File: src/rtl/vga_pkg.sv
// vga_pkg: constants shared by the VGA frame analyzer.
//   - default VGA 640x480 timing offsets measured from the sync assertion edges
//   - bit positions inside the TinyVGA PMOD byte {hsync, B0, G0, R0, vsync, B1, G1, R1}
//   - a saturating 10-bit increment used by the sync counters
package vga_pkg;

    localparam int H_START_DEF  = 144;
    localparam int V_START_DEF  = 35;
    localparam int H_ACTIVE_DEF = 640;
    localparam int V_ACTIVE_DEF = 480;

    localparam int HSYNC_BIT = 7;
    localparam int VSYNC_BIT = 3;

    // All six colour bits (B0 G0 R0 in [6:4], B1 G1 R1 in [2:0]).
    localparam logic [7:0] COLOUR_MASK = 8'b0111_0111;

    // Syncs high (idle) with colours set; the reset value of the input register.
    localparam logic [7:0] PMOD_RESET = 8'hFF;

    localparam logic [9:0]  CNT_MAX = 10'd1023;
    localparam logic [18:0] LIT_MAX = 19'h7FFFF;

    function automatic logic [9:0] sat_inc10(input logic [9:0] v);
        return (v == CNT_MAX) ? v : v + 10'd1;
    endfunction

endpackage

File: src/rtl/vga_timing_recover.sv
// vga_timing_recover: recovers pixel/line position from the TinyVGA sync bits.
//   clk, rst_n  : clock, asynchronous active-low reset
//   vga_in      : raw PMOD byte
//   pix         : registered PMOD byte (the only copy the rest of the design uses)
//   hs_edge     : registered hsync went 1->0 (pix is the first sample of a line)
//   vs_edge     : registered vsync went 1->0
//   hcnt, vcnt  : position of the sample currently in pix (0 on the edge cycle)
//   h_locked    : two consecutive identical line lengths below 1023
module vga_timing_recover
    import vga_pkg::*;
(
    input  logic       clk,
    input  logic       rst_n,
    input  logic [7:0] vga_in,
    output logic [7:0] pix,
    output logic       hs_edge,
    output logic       vs_edge,
    output logic [9:0] hcnt,
    output logic [9:0] vcnt,
    output logic       h_locked
);

    logic [7:0]  in_q, in_d;
    logic        hs_prev_q, hs_prev_d;
    logic        vs_prev_q, vs_prev_d;
    // hcnt_q/vcnt_q hold the position of the previous sample; the _d values
    // are the position of the sample now in in_q.
    logic [9:0]  hcnt_q, hcnt_d;
    logic [9:0]  vcnt_q, vcnt_d;
    logic [10:0] line_len_q, line_len_d;
    logic [10:0] new_len;
    logic        locked_q, locked_d;

    always_comb begin
        in_d       = vga_in;
        hs_prev_d  = in_q[HSYNC_BIT];
        vs_prev_d  = in_q[VSYNC_BIT];
        hs_edge    = hs_prev_q & ~in_q[HSYNC_BIT];
        vs_edge    = vs_prev_q & ~in_q[VSYNC_BIT];
        new_len    = {1'b0, hcnt_q} + 11'd1;
        line_len_d = line_len_q;
        locked_d   = locked_q;

        hcnt_d = hs_edge ? 10'd0 : sat_inc10(hcnt_q);

        // vsync edge wins over a coincident hsync edge.
        if (vs_edge) begin
            vcnt_d = 10'd0;
        end else if (hs_edge) begin
            vcnt_d = sat_inc10(vcnt_q);
        end else begin
            vcnt_d = vcnt_q;
        end

        if (hs_edge) begin
            line_len_d = new_len;
            locked_d   = (new_len == line_len_q) && (new_len < 11'd1023);
        end else if (hcnt_d == CNT_MAX) begin
            locked_d = 1'b0;
        end
    end

    always_ff @(posedge clk or negedge rst_n) begin
        if (!rst_n) begin
            in_q       <= PMOD_RESET;
            hs_prev_q  <= 1'b1;
            vs_prev_q  <= 1'b1;
            hcnt_q     <= CNT_MAX;
            vcnt_q     <= CNT_MAX;
            line_len_q <= '0;
            locked_q   <= 1'b0;
        end else begin
            in_q       <= in_d;
            hs_prev_q  <= hs_prev_d;
            vs_prev_q  <= vs_prev_d;
            hcnt_q     <= hcnt_d;
            vcnt_q     <= vcnt_d;
            line_len_q <= line_len_d;
            locked_q   <= locked_d;
        end
    end

    assign pix      = in_q;
    assign hcnt     = hcnt_d;
    assign vcnt     = vcnt_d;
    assign h_locked = locked_q;

endmodule

File: src/rtl/vga_frame_analyzer.sv
// vga_frame_analyzer: per-frame bounding box and lit-pixel count of a TinyVGA stream.
//   clk, rst_n        : clock, asynchronous active-low reset
//   vga_in            : PMOD byte {hsync, B0, G0, R0, vsync, B1, G1, R1}, syncs active-low
//   bbox_left/top/right/bottom : extent of lit pixels in the last published frame (0 if empty)
//   lit_count         : lit active pixels in the last published frame (saturating)
//   frame_count       : published frames, wraps at 256
//   frame_valid       : one-cycle pulse on the cycle the outputs change; no handshake,
//                       a consumer that wants the values must take them on that cycle
//   frame_empty       : last published frame had no lit pixel
//   h_locked          : line period stable
module vga_frame_analyzer
    import vga_pkg::*;
#(
    parameter int H_START  = H_START_DEF,
    parameter int V_START  = V_START_DEF,
    parameter int H_ACTIVE = H_ACTIVE_DEF,
    parameter int V_ACTIVE = V_ACTIVE_DEF
) (
    input  logic        clk,
    input  logic        rst_n,
    input  logic [7:0]  vga_in,
    output logic [9:0]  bbox_left,
    output logic [9:0]  bbox_top,
    output logic [9:0]  bbox_right,
    output logic [9:0]  bbox_bottom,
    output logic [18:0] lit_count,
    output logic [7:0]  frame_count,
    output logic        frame_valid,
    output logic        frame_empty,
    output logic        h_locked
);

    localparam logic [9:0]  H_LO  = 10'(H_START);
    localparam logic [9:0]  V_LO  = 10'(V_START);
    localparam logic [10:0] H_END = 11'(H_START + H_ACTIVE);
    localparam logic [10:0] V_END = 11'(V_START + V_ACTIVE);

    logic [7:0] pix;
    logic       hs_edge, vs_edge;
    logic [9:0] hcnt, vcnt;
    logic [9:0] x, y;
    logic       active, lit, acc_empty;

    vga_timing_recover u_timing (
        .clk      (clk),
        .rst_n    (rst_n),
        .vga_in   (vga_in),
        .pix      (pix),
        .hs_edge  (hs_edge),
        .vs_edge  (vs_edge),
        .hcnt     (hcnt),
        .vcnt     (vcnt),
        .h_locked (h_locked)
    );

    assign active = (hcnt >= H_LO) && ({1'b0, hcnt} < H_END) &&
                    (vcnt >= V_LO) && ({1'b0, vcnt} < V_END);
    assign lit    = active && ((pix & COLOUR_MASK) != 8'd0);
    assign x      = hcnt - H_LO;
    assign y      = vcnt - V_LO;

    logic [9:0]  min_x_q, min_x_d, min_y_q, min_y_d;
    logic [9:0]  max_x_q, max_x_d, max_y_q, max_y_d;
    logic [18:0] lit_acc_q, lit_acc_d;
    logic        first_frame_q, first_frame_d;
    logic [9:0]  bbox_left_q, bbox_left_d, bbox_top_q, bbox_top_d;
    logic [9:0]  bbox_right_q, bbox_right_d, bbox_bottom_q, bbox_bottom_d;
    logic [18:0] lit_count_q, lit_count_d;
    logic [7:0]  frame_count_q, frame_count_d;
    logic        frame_valid_q, frame_valid_d;
    logic        frame_empty_q, frame_empty_d;

    always_comb begin
        min_x_d       = min_x_q;
        min_y_d       = min_y_q;
        max_x_d       = max_x_q;
        max_y_d       = max_y_q;
        lit_acc_d     = lit_acc_q;
        first_frame_d = first_frame_q;
        bbox_left_d   = bbox_left_q;
        bbox_top_d    = bbox_top_q;
        bbox_right_d  = bbox_right_q;
        bbox_bottom_d = bbox_bottom_q;
        lit_count_d   = lit_count_q;
        frame_count_d = frame_count_q;
        frame_valid_d = 1'b0;
        frame_empty_d = frame_empty_q;
        acc_empty     = (lit_acc_q == '0);

        if (vs_edge) begin
            // The frame ending at the first edge after reset started
            // mid-stream, so it is dropped instead of published.
            if (!first_frame_q) begin
                bbox_left_d   = acc_empty ? 10'd0 : min_x_q;
                bbox_top_d    = acc_empty ? 10'd0 : min_y_q;
                bbox_right_d  = acc_empty ? 10'd0 : max_x_q;
                bbox_bottom_d = acc_empty ? 10'd0 : max_y_q;
                lit_count_d   = lit_acc_q;
                frame_empty_d = acc_empty;
                frame_valid_d = 1'b1;
                frame_count_d = frame_count_q + 8'd1;
            end
            first_frame_d = 1'b0;
            min_x_d       = CNT_MAX;
            min_y_d       = CNT_MAX;
            max_x_d       = '0;
            max_y_d       = '0;
            lit_acc_d     = '0;
        end else if (lit) begin
            if (x < min_x_q) min_x_d = x;
            if (y < min_y_q) min_y_d = y;
            if (x > max_x_q) max_x_d = x;
            if (y > max_y_q) max_y_d = y;
            if (lit_acc_q != LIT_MAX) lit_acc_d = lit_acc_q + 19'd1;
        end
    end

    always_ff @(posedge clk or negedge rst_n) begin
        if (!rst_n) begin
            min_x_q       <= CNT_MAX;
            min_y_q       <= CNT_MAX;
            max_x_q       <= '0;
            max_y_q       <= '0;
            lit_acc_q     <= '0;
            first_frame_q <= 1'b1;
            bbox_left_q   <= '0;
            bbox_top_q    <= '0;
            bbox_right_q  <= '0;
            bbox_bottom_q <= '0;
            lit_count_q   <= '0;
            frame_count_q <= '0;
            frame_valid_q <= 1'b0;
            frame_empty_q <= 1'b1;
        end else begin
            min_x_q       <= min_x_d;
            min_y_q       <= min_y_d;
            max_x_q       <= max_x_d;
            max_y_q       <= max_y_d;
            lit_acc_q     <= lit_acc_d;
            first_frame_q <= first_frame_d;
            bbox_left_q   <= bbox_left_d;
            bbox_top_q    <= bbox_top_d;
            bbox_right_q  <= bbox_right_d;
            bbox_bottom_q <= bbox_bottom_d;
            lit_count_q   <= lit_count_d;
            frame_count_q <= frame_count_d;
            frame_valid_q <= frame_valid_d;
            frame_empty_q <= frame_empty_d;
        end
    end

    assign bbox_left   = bbox_left_q;
    assign bbox_top    = bbox_top_q;
    assign bbox_right  = bbox_right_q;
    assign bbox_bottom = bbox_bottom_q;
    assign lit_count   = lit_count_q;
    assign frame_count = frame_count_q;
    assign frame_valid = frame_valid_q;
    assign frame_empty = frame_empty_q;

endmodule

File: config.mk
export PLATFORM = sky130hd
export DESIGN_NAME = vga_frame_analyzer
export DESIGN_NICKNAME = d
export VERILOG_FILES = /design/src/rtl/vga_pkg.sv /design/src/rtl/vga_timing_recover.sv /design/src/rtl/vga_frame_analyzer.sv
export SDC_FILE = /design/constraint.sdc
export NUM_CORES = 1
export LEC_CHECK = 0
export CAP_MARGIN = 10
export CORE_ASPECT_RATIO = 1.1
export CORE_MARGIN = 1.5
export CORE_UTILIZATION = 58
export DETAILED_ROUTE_END_ITERATION = 6
export PLACE_DENSITY_LB_ADDON = 0.1
export SLEW_MARGIN = 20
export SYNTH_ARGS = -nofsm -noshare
export SYNTH_HDL_FRONTEND = slang
export SYNTH_SLANG_ARGS = --single-unit
File: constraint.sdc
create_clock -name clk -period 4.7 [get_ports clk]
set_input_delay 1.41 -clock clk [delete_from_list [all_inputs] [get_ports clk]]
set_output_delay 1.41 -clock clk [all_outputs]
set_load 0.02 [all_outputs]
After elaboration in Yosys (flattened, before gate mapping)

Index checks and enable logic that the tools add are counted.

Output and inout port bits: 70
Register bits: 171
Logic and storage cells: 95
Bits of input ports: 10

Eq/ne operators: 5
Reductions and logical operators: 20
Bitwise logic cells: 5
Order comparisons: 9
Multiplexer cells: 28
$add $sub $neg: 7

Operators with widths:

| cell                  | count |
|---|---|
| $mux 10               | 21 |
| $mux 19               | 3 |
| $eq 10x10->1 const B  | 3 |
| $add 10x1->10 const B | 2 |
| $gt 10x10->1          | 2 |
| $lt 10x10->1          | 2 |
| $lt 10x10->1 const B  | 2 |
| $add 19x1->19 const B | 1 |
| $logic_not 19->1      | 1 |
| $ne 19x19->1 const B  | 1 |
| $reduce_bool 2->1     | 7 |
| $reduce_and 2->1      | 6 |
| $add 10x1->11 const B | 1 |
| $eq 11x11->1          | 1 |
| $lt 11x10->1 const B  | 1 |
| $ge 10x6->1 const B   | 1 |
| $ge 10x8->1 const B   | 1 |
| $sub 10x6->10 const B | 1 |
| $sub 10x8->10 const B | 1 |
| $add 8x1->8 const B   | 1 |
| $reduce_bool 8->1     | 1 |
| $logic_and 1x1->1     | 5 |
| $mux 1                | 4 |
| $not 1->1             | 3 |
| $and 1x1->1           | 2 |

Logic depth before layout (Yosys ltp)

Gate-level depths: netlist (run 1).

Depth after elaboration: 10
Depth in mapped cells: 23
Depth with buffers taken out: 21

By module

From an unflattened synthesis (run 1), not the netlist that was laid out.

Cells, all modules: 835
Area total of the unflattened synthesis: 8552.0 um2

By module, submodules not included:

| module             | area each (um2) | sequential area each (um2) | cells each | instances |
|---|---|---|---|---|
| vga_frame_analyzer | 6510.0          | 3255.6                     | 640        | 1 |
| vga_timing_recover | 2042.0          | 1088.5                     | 195        | 1 |

Least setup slack after synthesis (run 1)

No wires, ideal clock.

Path kind: register -> register
From: register u_timing.hcnt_q[1]
To: register min_x_q[0]
Period minus slack after synthesis: 4313 ps
Path slack: 387 ps
Data arrival time: 4231 ps
Buffers on the path: 2
Stages on the path, launching flop included: 23
Library setup time: 82 ps
Data required time: 4618 ps
Cells stage by stage: dfstp_2 ha_1 buf_2 and2_1 nand2_1 xor2_1 a21oi_1 inv_1 ha_1 and2_1 nand4_1 and3_1 nand2_1 xor2_1 ha_1 nand2_1 or4_1 a31oi_1 nor3_1 nand4_1 buf_2 nand2_1 o211ai_1

Cells in the longest elaborated chain, start to end: 10
Elaborated cells on any way between the ends: 18
Those cells by class: 2 x add/sub; 3 x order compare; 1 x eq/ne; 5 x mux; 7 x reduce/logical

Ends and longest elaborated chain:

| item                                                  | line                      | source |
|---|---|---|
| start, declared                                       | vga_timing_recover.sv:28  | `logic [9:0] hcnt_q, hcnt_d;` |
| start signal, assigned                                | vga_timing_recover.sv:76  | `hcnt_q <= hcnt_d;` |
| $add 10x1->10 / $eq 10x10->1 (equally long branches)  | vga_pkg.sv:25             | `return (v == CNT_MAX) ? v : v + 10'd1;` |
| $mux 10 *                                             | vga_pkg.sv:25             |  |
| $mux 10 *                                             | vga_timing_recover.sv:44  | `hcnt_d = hs_edge ? 10'd0 : sat_inc10(hcnt_q);` |
| named net hcnt[4]                                     | vga_frame_analyzer.sv:40  | `logic [9:0] hcnt, vcnt;` |
| branches (longest 6 deep; another with $sub 10x8->10) | --                        |  |
| $reduce_and 2->1 (no source line) *                   | --                        |  |
| end signal, assigned                                  | vga_frame_analyzer.sv:135 | `min_x_q <= min_x_d;` |
| end, declared                                         | vga_frame_analyzer.sv:62  | `logic [9:0] min_x_q, min_x_d, min_y_q, min_y_d;` |

Mark *: on every way through the listed nets, which the timed path passes. The select of a mux whose other input is x is not followed.
A chain may end at the register's enable or synchronous reset.

Final worst setup path (run 1)

From: register u_timing.vcnt_q[0]
To: register max_y_q[5]

Cells in the longest elaborated chain, start to end: 10
Elaborated cells on any way between the ends: 18
Those cells by class: 2 x add/sub; 3 x order compare; 1 x eq/ne; 6 x mux; 6 x reduce/logical

Ends and longest elaborated chain:

| item                                                  | line                      | source |
|---|---|---|
| start, declared                                       | vga_timing_recover.sv:29  | `logic [9:0] vcnt_q, vcnt_d;` |
| start signal, assigned                                | vga_timing_recover.sv:77  | `vcnt_q <= vcnt_d;` |
| $add 10x1->10 / $eq 10x10->1 (equally long branches)  | vga_pkg.sv:25             |  |
| $mux 10                                               | vga_pkg.sv:25             |  |
| $mux 10 *                                             | vga_timing_recover.sv:49  | `end else if (hs_edge) begin` |
| $mux 10 *                                             | vga_timing_recover.sv:47  | `if (vs_edge) begin` |
| named net u_timing.vcnt[0]                            | vga_timing_recover.sv:19  | `output logic [9:0] vcnt,` |
| branches (longest 6 deep; another with $sub 10x6->10) | --                        |  |
| end signal, assigned                                  | vga_frame_analyzer.sv:138 | `max_y_q <= max_y_d;` |
| end, declared                                         | vga_frame_analyzer.sv:63  | `logic [9:0] max_x_q, max_x_d, max_y_q, max_y_d;` |

Marked as above.

==> results of run 1 <==
-- registers in the layout (all words and copies together), names as in the netlist, 8 cells and up --
name and flops:
bbox_bottom 10, bbox_left 10, bbox_right 10, bbox_top 10, frame_count 8, lit_acc_q 19
lit_count 19, max_x_q 10, max_y_q 10, min_x_q 10, min_y_q 10, u_timing.hcnt_q 10
u_timing.line_len_q 11, u_timing.pix 8, u_timing.vcnt_q 10
-- synth_stat cells, drive strengths merged, types with 13 or more instances --
cell and count:
xor2 14, mux2i 24, o21ai 34, and2 15, nor3 13, nand4 23, ha 47, nand2 120
a21oi 39, dfstp 52, a22o 40, nand3 32, clkbuf 26, xnor2 25, nor2 43, o31ai 19
buf 20, inv 62, dfrtp 119
-- worst max path at each step --
stage | slack [ns] | startpoint | cells past startpoint | to
5_1_grt | -0.09 | u_timing.vcnt_q[0] | 19 | max_y_q[5]
3_3_place_gp | 0.21 | u_timing.hcnt_q[0] | 19 | min_x_q[8]
4_1_cts | 0.03 | u_timing.hcnt_q[0] | 20 | max_x_q[9]
2_1_floorplan | 0.39 | u_timing.hcnt_q[1] | 22 | min_x_q[0]
3_5_place_dp | 0.03 | u_timing.vcnt_q[0] | 19 | max_y_q[0]
6_report | 0.07 | u_timing.vcnt_q[0] | 17 | max_y_q[5]
-- area by class of cell --
class	instances	area share, %
clock buffers	20	4.14
clock inverters	12	1.52
inverters	62	2.15
multi-input cells	615	39.4
flip-flops and latches	171	40.2
well taps	196	2.27
repair buffers	120	10.3
-- per-layer routing --
layer / up-vias / global-route usage (%) / part of all wire, %
li1: 3366 / - / -
met2: 253 / 50.5 / 52
met1: 3645 / 35.6 / 41
met3: 47 / 5.14 / 4.2
met5: - / 0 / 0
met4: 0 / 10.7 / 2.5
-- power groups by stage --
| stage | sequential, µW | clock (µW) | combinational [µW] |
|---|---|---|---|
| finish | 1630 | 1450 | 555 |
| floorplan | 1660 | 0 | 295 |
| global placement | 1650 | 0 | 514 |
| CTS | 1630 | 1470 | 541 |
| global route | 1640 | 1530 | 609 |
| detailed placement | 1650 | 0 | 534 |
-- logic make-up after synthesis --
| group | after synthesis | synth area share, % |
|---|---|---|
| xor gates and xnor gates | 39 | 3.81 |
| and+or+nand+nor | 313 | 17.8 |
| AOI/OAI and AO/OA | 188 | 15.0 |
| DFF | 171 | 48.5 |
| adders and majority gates | 47 | 6.56 |
| muxes | 28 | 3.18 |
| buffers and inverters | 108 | 5.19 |
-- worst max-delay path, cell delays in order, from the launching register on --
cell       delay, ns
dfstp_2         0.61
ha_1            0.18
nand3_1         0.16
o31ai_4         0.35
xor2_2          0.23
nor2_1          0.09
ha_1            0.27
a21oi_1         0.23
a21boi_2        0.25
nor2_1          0.10
or3_1           0.33
xor2_1          0.19
inv_1           0.09
ha_1            0.23
a2111oi_1       0.50
a211oi_2        0.16
buf_4           0.21
mux2_1          0.33
-- through the flow --
| stage | util, % | instance area [µm²] | hold WS (ns) | TNS [ns] | worst slack, ns |
|---|---|---|---|---|---|
| after global placement | 66.9 | 10100 | 0.381 | 0 | 0.215 |
| after CTS | 71.0 | 10700 | 0.398 | 0 | 0.0283 |
| after global routing | 71.8 | 10800 | 0.404 | -0.582 | -0.0948 |
| after detailed placement | 66.9 | 10100 | 0.385 | 0 | 0.0302 |
| after floorplan | - | 8960 | 0.358 | 0 | 0.387 |
| final | 71.8 | 10800 | 0.394 | 0 | 0.0741 |
-- repair_timing --
action | 4_1_cts | 5_1_grt
endpoints found under the hold margin | 0 | 0
pin swaps | 0 | 2
setup buffers | 0 | 4
hold buffers | 0 | 0
resized for setup | 1 | 15
setup endpoints to repair | 2 | 34
-- cell usage in the layout, fill, tap and decap left out, drive strengths merged, types with 2 or more instances in the layout --
master         netlist  final
nand3b               4      4
a21o                 2      2
buf                 20     42
o21a                 5      5
dfrtp              119    119
or3                  5      5
mux2i               24     24
nor2                43     43
ha                  47     47
a21oi               39     39
xnor2               25     25
o41ai                2      2
nor3                13     13
a22o                40     40
o21ai               34     34
and2                15     15
nor4                 8      8
a31oi               12     12
clkinv               0      5
nor2b                5      5
clkdlybuf4s50        0     78
nand3               32     32
o211ai               9      9
and3                12     12
o31ai               19     19
mux2                 4      4
or4                 12     12
bufinv               0      3
o311ai               2      2
nand2b               7      7
and4                 7      7
inv                 62     65
xor2                14     14
a211oi               8      8
dfstp               52     52
nand2              120    120
clkbuf              26     20
nand4               23     23
==> impl_metrics.json, run 1 <==
{
  "gr-total-overflow": 0,
  "cts_tree": "yes",
  "ioPinCount": 80,
  "swShare_pct": 27.4,
  "rrSetupSlack_ns": 0.07,
  "syn_nets": 951,
  "cellPowerDensity_nw_per_um2": 337,
  "finalPower_uw": 3640,
  "drt-initial-drc-count": 505,
  "cp_data_required_time_ns": 5.00,
  "netSwitchingPower_uw": 996,
  "portBuffers": 79,
  "period_minus_slack_ns": 4.63,
  "setup-violations-final": 0,
  "path_class": "flop to flop",
  "vias": 7311,
  "hold_end": "u_timing.vs_prev_q",
  "status": "finished, final reports clean",
  "drtPass1Iterations": 5,
  "clock_latency_ns": 0.43,
  "cts_buffers": 17,
  "r2r_cells": 17,
  "die_h_um": 133,
  "synthTopCellsByArea": "dfrtp_1 33%, dfstp_2 15%, ha_1 6.6%",
  "start_util_pct": 59.5,
  "netlist_instances": 894,
  "max-cap-violations": 0,
  "worstSetupStartpointType": "flop",
  "hold_viol_final": 0,
  "relSlewSlack_pct": 50.5,
  "ant_nets": 0,
  "synth_top_area_share_pct": 33.2,
  "gp_congestion": 0.907,
  "seqPwrFrac_pct": 44.9,
  "synth_area_um2": 8960,
  "cts_htree_levels": 4,
  "yosysSeqAreaShare_pct": 48.5,
  "antenna_found_initial": 0,
  "synth.avg_cell_area_um2": 10.0,
  "max_freq_mhz": 216,
  "instances_no_fill": 1196,
  "die-width_um": 122,
  "avgViaCountPerCell": 6.11,
  "yosysUniqueCellTypes": 73,
  "tightest_slew_ns": 0.742,
  "leakage_uw": 0.00479,
  "ys.flop_type": "dfrtp_1",
  "vdd_drop_max_uv": 289,
  "cp.arrival_ns": 4.93,
  "crit_fanout": 7,
  "p_int_uw": 2640,
  "n_fill_cell": 1124,
  "routedWlPerCell_um": 18.9,
  "ys_seq_elements": 171,
  "yosysTopAreaCell": "dfrtp_1",
  "synth-edff-count": 0,
  "worstHoldStart": "u_timing.pix[3]",
  "grt_max_degree": 71,
  "period_share_pct": 98.4,
  "reg2reg_from": "u_timing.vcnt_q[0]",
  "regArea_um2": 4340,
  "std_cell_rows": 47,
  "hold_path_class": "flop to flop",
  "grt_pass1_wl_mm": 37.2,
  "die_area_um2": 16200,
  "drt-total-wl_mm": 22.6,
  "maxSlewViolCount": 0,
  "dp_hpwl_mm": 15.8,
  "power_frac_comb_pct": 15.3,
  "cts_buffer_depth": 2,
  "clk_pin_slew_ns": 0.07,
  "layout-drive-gt1-share_pct": 15.8,
  "end_kind": "flop",
  "area_delta_synth_final_pct": 20.5,
  "async_flop_share_pct": 100,
  "core_um2": 15100,
  "synth_warnings": 0,
  "fin_skew_ns": 0.0160,
  "clkPwrFrac_pct": 39.9,
  "clockRootBuffer": "clkbuf_16",
  "multi_input_area_um2": 4260,
  "grt_use_total_pct": 28.9,
  "nets": 1044,
  "holdPathStages": 0,
  "r2r_end": "max_y_q[5]",
  "place_inst": 1160,
  "cts_sinks": 171,
  "antenna_cells": 0,
  "drc": 0,
  "grt_pass1_vias": 7486
}
Power figures use the tool's default switching activity.
==> inputs of run 2 (changes only) <==
- CORE_ASPECT_RATIO: 1.1 -> 0.6
- SYNTH_HIERARCHICAL: default -> 1
==> run 2 against run 1 <==
- routed wire length decreased by 11%
- via count decreased by 7.7%
- global-route usage decreased by 2.3 points
- sequential cell count unchanged
- sequential power about the same
- largest cell class unchanged
- synthesized area decreased by 4.6%
- combinational power decreased by 13%
==> impl_metrics.json, run 2 <==
{
  "status": "finished, final reports clean",
  "drt-total-wl_mm": 20.1,
  "portBuffers": 79,
  "worstSetupStartpointType": "flop",
  "n_fill_cell": 1037,
  "avgViaCountPerCell": 5.94,
  "yosysTopAreaCell": "dfrtp_1",
  "die_h_um": 97.1,
  "clk_pin_slew_ns": 0.07,
  "holdWs_ns": 0.371,
  "most-common-layout-cells": "119 x dfrtp_1, 103 x nand2_1, 78 x clkdlybuf4s50_1, 56 x inv_1, 52 x dfstp_2",
  "synth_commonest_cells": "119 x dfrtp_1, 105 x nand2_1, 57 x inv_1, 52 x dfstp_2, 47 x nor2_1",
  "gr-total-overflow": 0,
  "vdd_drop_max_uv": 209,
  "clockRootBuffer": "clkbuf_16",
  "relSlewSlack_pct": 45.2,
  "grt_pass1_vias": 6422,
  "cpPeakStageDelay_ns": 0.56,
  "regArea_um2": 4340,
  "critPathSlowestCell": "dfstp_2",
  "grt_use_total_pct": 26.6,
  "cts_buffers": 17,
  "drt-initial-drc-count": 493,
  "grt_pass1_wl_mm": 32.6,
  "path_class": "flop to flop",
  "maxSlewViolCount": 0,
  "fin_skew_ns": 0.0141,
  "layout-drive-gt1-share_pct": 16.1,
  "hold_path_class": "flop to flop",
  "multi_input_area_um2": 3920,
  "drc": 0,
  "cts_htree_levels": 4,
  "die_area_um2": 15500,
  "antenna_found_initial": 0,
  "ant_nets": 0,
  "cts_tree": "yes",
  "max_freq_mhz": 217,
  "post_dp_cell_area_um2": 9580,
  "synth.avg_cell_area_um2": 10.2,
  "tightest_slew_ns": 0.817,
  "gp_congestion": 0.923,
  "period_minus_slack_ns": 4.61,
  "path_buf_inv": 2,
  "synthTopCellsByArea": "dfrtp_1 35%, dfstp_2 16%, ha_1 6.7%",
  "area_delta_synth_final_pct": 21.0,
  "cts_buffer_depth": 2,
  "ys_seq_elements": 171,
  "clock_latency_ns": 0.43,
  "postCtsHoldBufs": 0,
  "synth_area_um2": 8550,
  "cp_data_required_time_ns": 4.99,
  "leakage_uw": 0.00458,
  "crit_fanout": 5,
  "ys.flop_type": "dfrtp_1",
  "cts_sinks": 171,
  "yosysUniqueCellTypes": 62,
  "grt_max_degree": 85,
  "antenna_cells": 0,
  "period_share_pct": 98.1,
  "ioPinCount": 80,
  "synth_warnings": 6,
  "finalInstanceArea_um2": 10400,
  "setup-violations-final": 0,
  "vias": 6746,
  "synth_top_area_share_pct": 34.8,
  "async_flop_share_pct": 100,
  "core_um2": 14500,
  "cp_cell_sequence": "ha_2 > nand2_2 > inv_2 > a41o_4 > mux2i_1 > nor2_2 > ha_2 > or4_4 > nand2_2 > nand2_1 > xnor2_2 > ha_1 > nand4_1 > a211oi_2 > a2111oi_1 > nor4_2 > buf_4 > mux2i_1 > nor2_1",
  "hold_viol_final": 0,
  "critPathTopFamily": "simple AND/OR/NAND/NOR gates",
  "dp_hpwl_mm": 13.5,
  "cp.arrival_ns": 4.91,
  "drtPass1Iterations": 5,
  "max-cap-violations": 0,
  "final_common_cell": "dfrtp_1",
  "die-width_um": 160,
  "cellPowerDensity_nw_per_um2": 340,
  "nets": 980,
  "std_cell_rows": 34,
  "end_kind": "flop",
  "netlist_instances": 835,
  "yosysSeqAreaShare_pct": 50.8,
  "syn_nets": 891,
  "routedWlPerCell_um": 17.8,
  "synth-edff-count": 0,
  "start_util_pct": 59.1,
  "synth.most_common_cell": "dfrtp_1"
}
==> run 2: changes by cell type in the layout (fill, tap and decap cells not counted), moves of 9 or more <==
cell / change
and2_1: -12
o31ai_1: -12
nand2_1: -17
o21ai_0: +11
buf_4: -10
or4_1: -9
or3_1: +14
==> run 2: path summary, 6_finish.rpt <==
check	end	depth (start not counted)	start	slack (ns)
max	max_y_q[6]	19	u_timing/vcnt_q[1]	0.09
min	u_timing/hs_prev_q	0	u_timing/pix[7]	0.37
max reg2reg	max_y_q[6]	19	u_timing/vcnt_q[1]	0.09
min reg2reg	u_timing/hs_prev_q	0	u_timing/pix[7]	0.37
max in group asynchronous	bbox_bottom[0]	2	rst_n	2.81
min in group asynchronous	frame_count[4]	1	rst_n	1.02
==> run 2: metal layers <==
metal	global-route usage, %	up-vias	share of wire [%]
met1	39.3	3357	48
met3	4.40	32	5.1
met2	40.5	204	46
li1	-	3153	-
met4	8.35	0	1.6
met5	0	-	0
==> run 2: logic make-up after synthesis <==
| group | count (synthesis) | share of synthesized area (%) |
|---|---|---|
| AOI/OAI and AO/OA | 178 | 14.2 |
| xor gates and xnor gates | 41 | 4.37 |
| adders and majority gates | 46 | 6.73 |
| buffers and inverters | 98 | 4.83 |
| DFF | 171 | 50.8 |
| muxes | 27 | 3.16 |
| and+or+nand+nor | 274 | 15.9 |
==> run 2: repair_timing <==
action | in CTS | in global routing
pin swaps | 0 | 8
resized for setup | 1 | 25
setup endpoints to repair | 1 | 35
gates cloned | 0 | 2
setup buffers | 0 | 10
hold endpoints to repair | 0 | 0
==> run 2: metrics by stage <==
stage	cells	setup TNS, ns	util [%]	total power, µW	setup slack, ns
after floorplan	835	0	-	1920	0.308
after global placement	1091	0	66.2	2090	0.276
after detailed placement	1091	0	66.2	2110	0.00572
after CTS	1123	0	70.3	3510	0.0557
after global routing	1135	-1.75	71.6	3660	-0.192
final	1135	0	71.6	3520	0.0885
==> run 2: layout make-up <==
cell class	instances	share of cell area (%)
Sequential cell	171	42.0
Multi-Input combinational cell	567	37.8
Timing Repair Buffer	110	10.0
Clock buffer	20	4.52
Tap cell	198	2.39
Inverter	57	2.07
Clock inverter	12	1.21
==> run 2: power breakdown <==
group | switching, µW | total, µW | internal (µW) | leakage (µW)
clock network | 620 | 1410 | 790 | 0.000282
logic | 286 | 484 | 198 | 0.00211
registers | 76.8 | 1630 | 1550 | 0.00219
==> inputs of run 3 (changes only) <==
- clock period: 4.7 -> 5.1 ns (I/O delays scaled with it)
==> run 3 against run 2 <==
- combinational power is 14% lower
- worst hold slack lost 0.0020 ns
- final area decreased by 2.0%
==> impl_metrics.json, run 3 (same netlist as run 2, synthesis figures left out) <==
{
  "status": "finished, final reports clean",
  "vias": 6614,
  "drc": 0,
  "worstSetupStartpointType": "flop",
  "finalSetupTns_ns": 0,
  "fin_skew_ns": 0.0113,
  "holdPathStages": 0,
  "post_dp_cell_area_um2": 9530,
  "clock_latency_ns": 0.42,
  "clkPwrFrac_pct": 41.2,
  "leakage_uw": 0.00450,
  "grt_pass1_wl_mm": 33.4,
  "drtPass1Iterations": 7,
  "hold_end": "u_timing/hs_prev_q",
  "core_um2": 14500,
  "swShare_pct": 27.3,
  "clockRootBuffer": "clkbuf_16",
  "antenna_found_initial": 0,
  "grt_max_degree": 106,
  "start_util_pct": 59.1,
  "max-cap-violations": 0,
  "r2r_end": "min_y_q[0]",
  "cts_tree": "yes",
  "nets": 961,
  "cp.arrival_ns": 5.20,
  "cts_htree_levels": 4,
  "n_fill_cell": 1101,
  "cp_data_required_time_ns": 5.42,
  "period_share_pct": 95.7,
  "grt_pass1_vias": 6564,
  "vdd_drop_max_uv": 243,
  "tightest_slew_ns": 0.973,
  "antenna_cells": 0,
  "relSlewSlack_pct": 35.1,
  "max_freq_mhz": 205,
  "std_cell_rows": 34,
  "setup_ws_ns": 0.220,
  "p_int_uw": 2370,
  "cts_sinks": 171,
  "period_minus_slack_ns": 4.88,
  "rsz0062_at_grt": "no",
  "portBuffers": 79,
  "hold_viol_final": 0,
  "most-common-layout-cells": "119 x dfrtp_1, 105 x nand2_1, 78 x clkdlybuf4s50_1, 57 x inv_1, 52 x dfstp_2",
  "routedWlPerCell_um": 17.7,
  "power_frac_comb_pct": 12.7,
  "seqPwrFrac_pct": 46.0,
  "place_ws_ns": 0.254,
  "avgViaCountPerCell": 5.93,
  "reg2reg_from": "u_timing/vcnt_q[0]",
  "layout-drive-gt1-share_pct": 12.5,
  "grt_use_total_pct": 27.0,
  "finalPower_uw": 3270,
  "drt-total-wl_mm": 19.7,
  "gr-total-overflow": 0,
  "ioPinCount": 80,
  "die_h_um": 97.1,
  "cts_buffers": 17,
  "drt-initial-drc-count": 448,
  "final_util_pct": 70.1,
  "worstHoldStart": "u_timing/pix[7]",
  "maxSlewViolCount": 0,
  "finalInstanceArea_um2": 10100,
  "area_delta_synth_final_pct": 18.6,
  "netSwitchingPower_uw": 892,
  "r2r_cells": 19,
  "end_kind": "flop",
  "dp_hpwl_mm": 13.7,
  "clk_pin_slew_ns": 0.07,
  "cellPowerDensity_nw_per_um2": 322,
  "die-width_um": 160,
  "hold_path_class": "flop to flop",
  "final_common_cell": "dfrtp_1",
  "path_class": "flop to flop",
  "gp_congestion": 0.872,
  "die_area_um2": 15500,
  "cts_buffer_depth": 2,
  "ant_nets": 0,
  "rrSetupSlack_ns": 0.22,
  "postCtsHoldBufs": 0,
  "crit_fanout": 11,
  "cts_setup_buffers": 0,
  "setup-violations-final": 0
}
==> run 3: changes by cell type in the layout (fill, tap and decap cells not counted), sizes merged <==
cell / change
a41o: -1
buf: -18
bufinv: +2
clkbuf: -2
clkinv: +3
clkinvlp: -2
inv: -1
==> run 3: power by group through the flow <==
stage / registers (µW) / logic [µW] / clock network [µW]
floorplan: 1520 / 250 / 0
detailed placement: 1520 / 413 / 0
CTS: 1500 / 417 / 1370
global route: 1510 / 465 / 1430
global placement: 1520 / 394 / 0
finish: 1500 / 416 / 1350
==> run 3: cell type report <==
cell class              instances  area [µm²]  share of cell area, %
clock buffers                  18         429                   4.23
well taps                     198         248                   2.44
multi-input cells             566        3820                   37.7
inverters                      57         214                   2.11
clock inverters                14         184                   1.81
flip-flops and latches        171        4340                   42.8
repair buffers                 92         902                   8.89
==> run 3: worst max-delay path by stage <==
| stage | from | to | slack [ns] | cells after the start |
|---|---|---|---|---|
| after floorplan | u_timing/vcnt_q[0] | min_y_q[8] | 0.71 | 20 |
| after global placement | u_timing/vcnt_q[0] | max_y_q[4] | 0.60 | 17 |
| after detailed placement | u_timing/vcnt_q[0] | min_y_q[0] | 0.25 | 19 |
| after CTS | u_timing/vcnt_q[0] | max_y_q[4] | 0.17 | 17 |
| after global routing | u_timing/vcnt_q[0] | max_y_q[4] | 0.03 | 17 |
| final | u_timing/vcnt_q[0] | min_y_q[0] | 0.22 | 19 |
==> run 3: stage by stage <==
stage	hold WS (ns)	cells
after floorplan	0.351	835
after global placement	0.354	1084
after detailed placement	0.356	1084
after CTS	0.372	1116
after global routing	0.378	1116
final	0.369	1116
==> run 3: repair_timing <==
item,CTS,global route
gates resized for setup,0,3
endpoints found under the setup margin,0,13
endpoints found under the hold margin,0,0
==> run 3: per-layer routing <==
metal  GRT usage, %  up-vias  share of wire [%]
met2           42.1      221                 46
met4           6.89        0               0.86
met3           4.40       16                4.9
met5              0        -                  0
li1               -     3088                  -
met1           39.7     3289                 48
==> run 3: worst max-delay path, cell delays in order (launching register included) <==
cell	delay, ns
dfstp_2	0.57
ha_1	0.20
nand2_1	0.14
inv_1	0.14
a41o_2	0.32
xor2_1	0.21
nor2_1	0.16
ha_1	0.29
or4_4	0.47
nand2_1	0.12
nand2_1	0.07
xnor2_1	0.32
ha_1	0.33
a21o_1	0.17
a21oi_1	0.16
o21ai_0	0.17
nor4_4	0.40
buf_4	0.27
mux2i_1	0.20
nand2_1	0.07
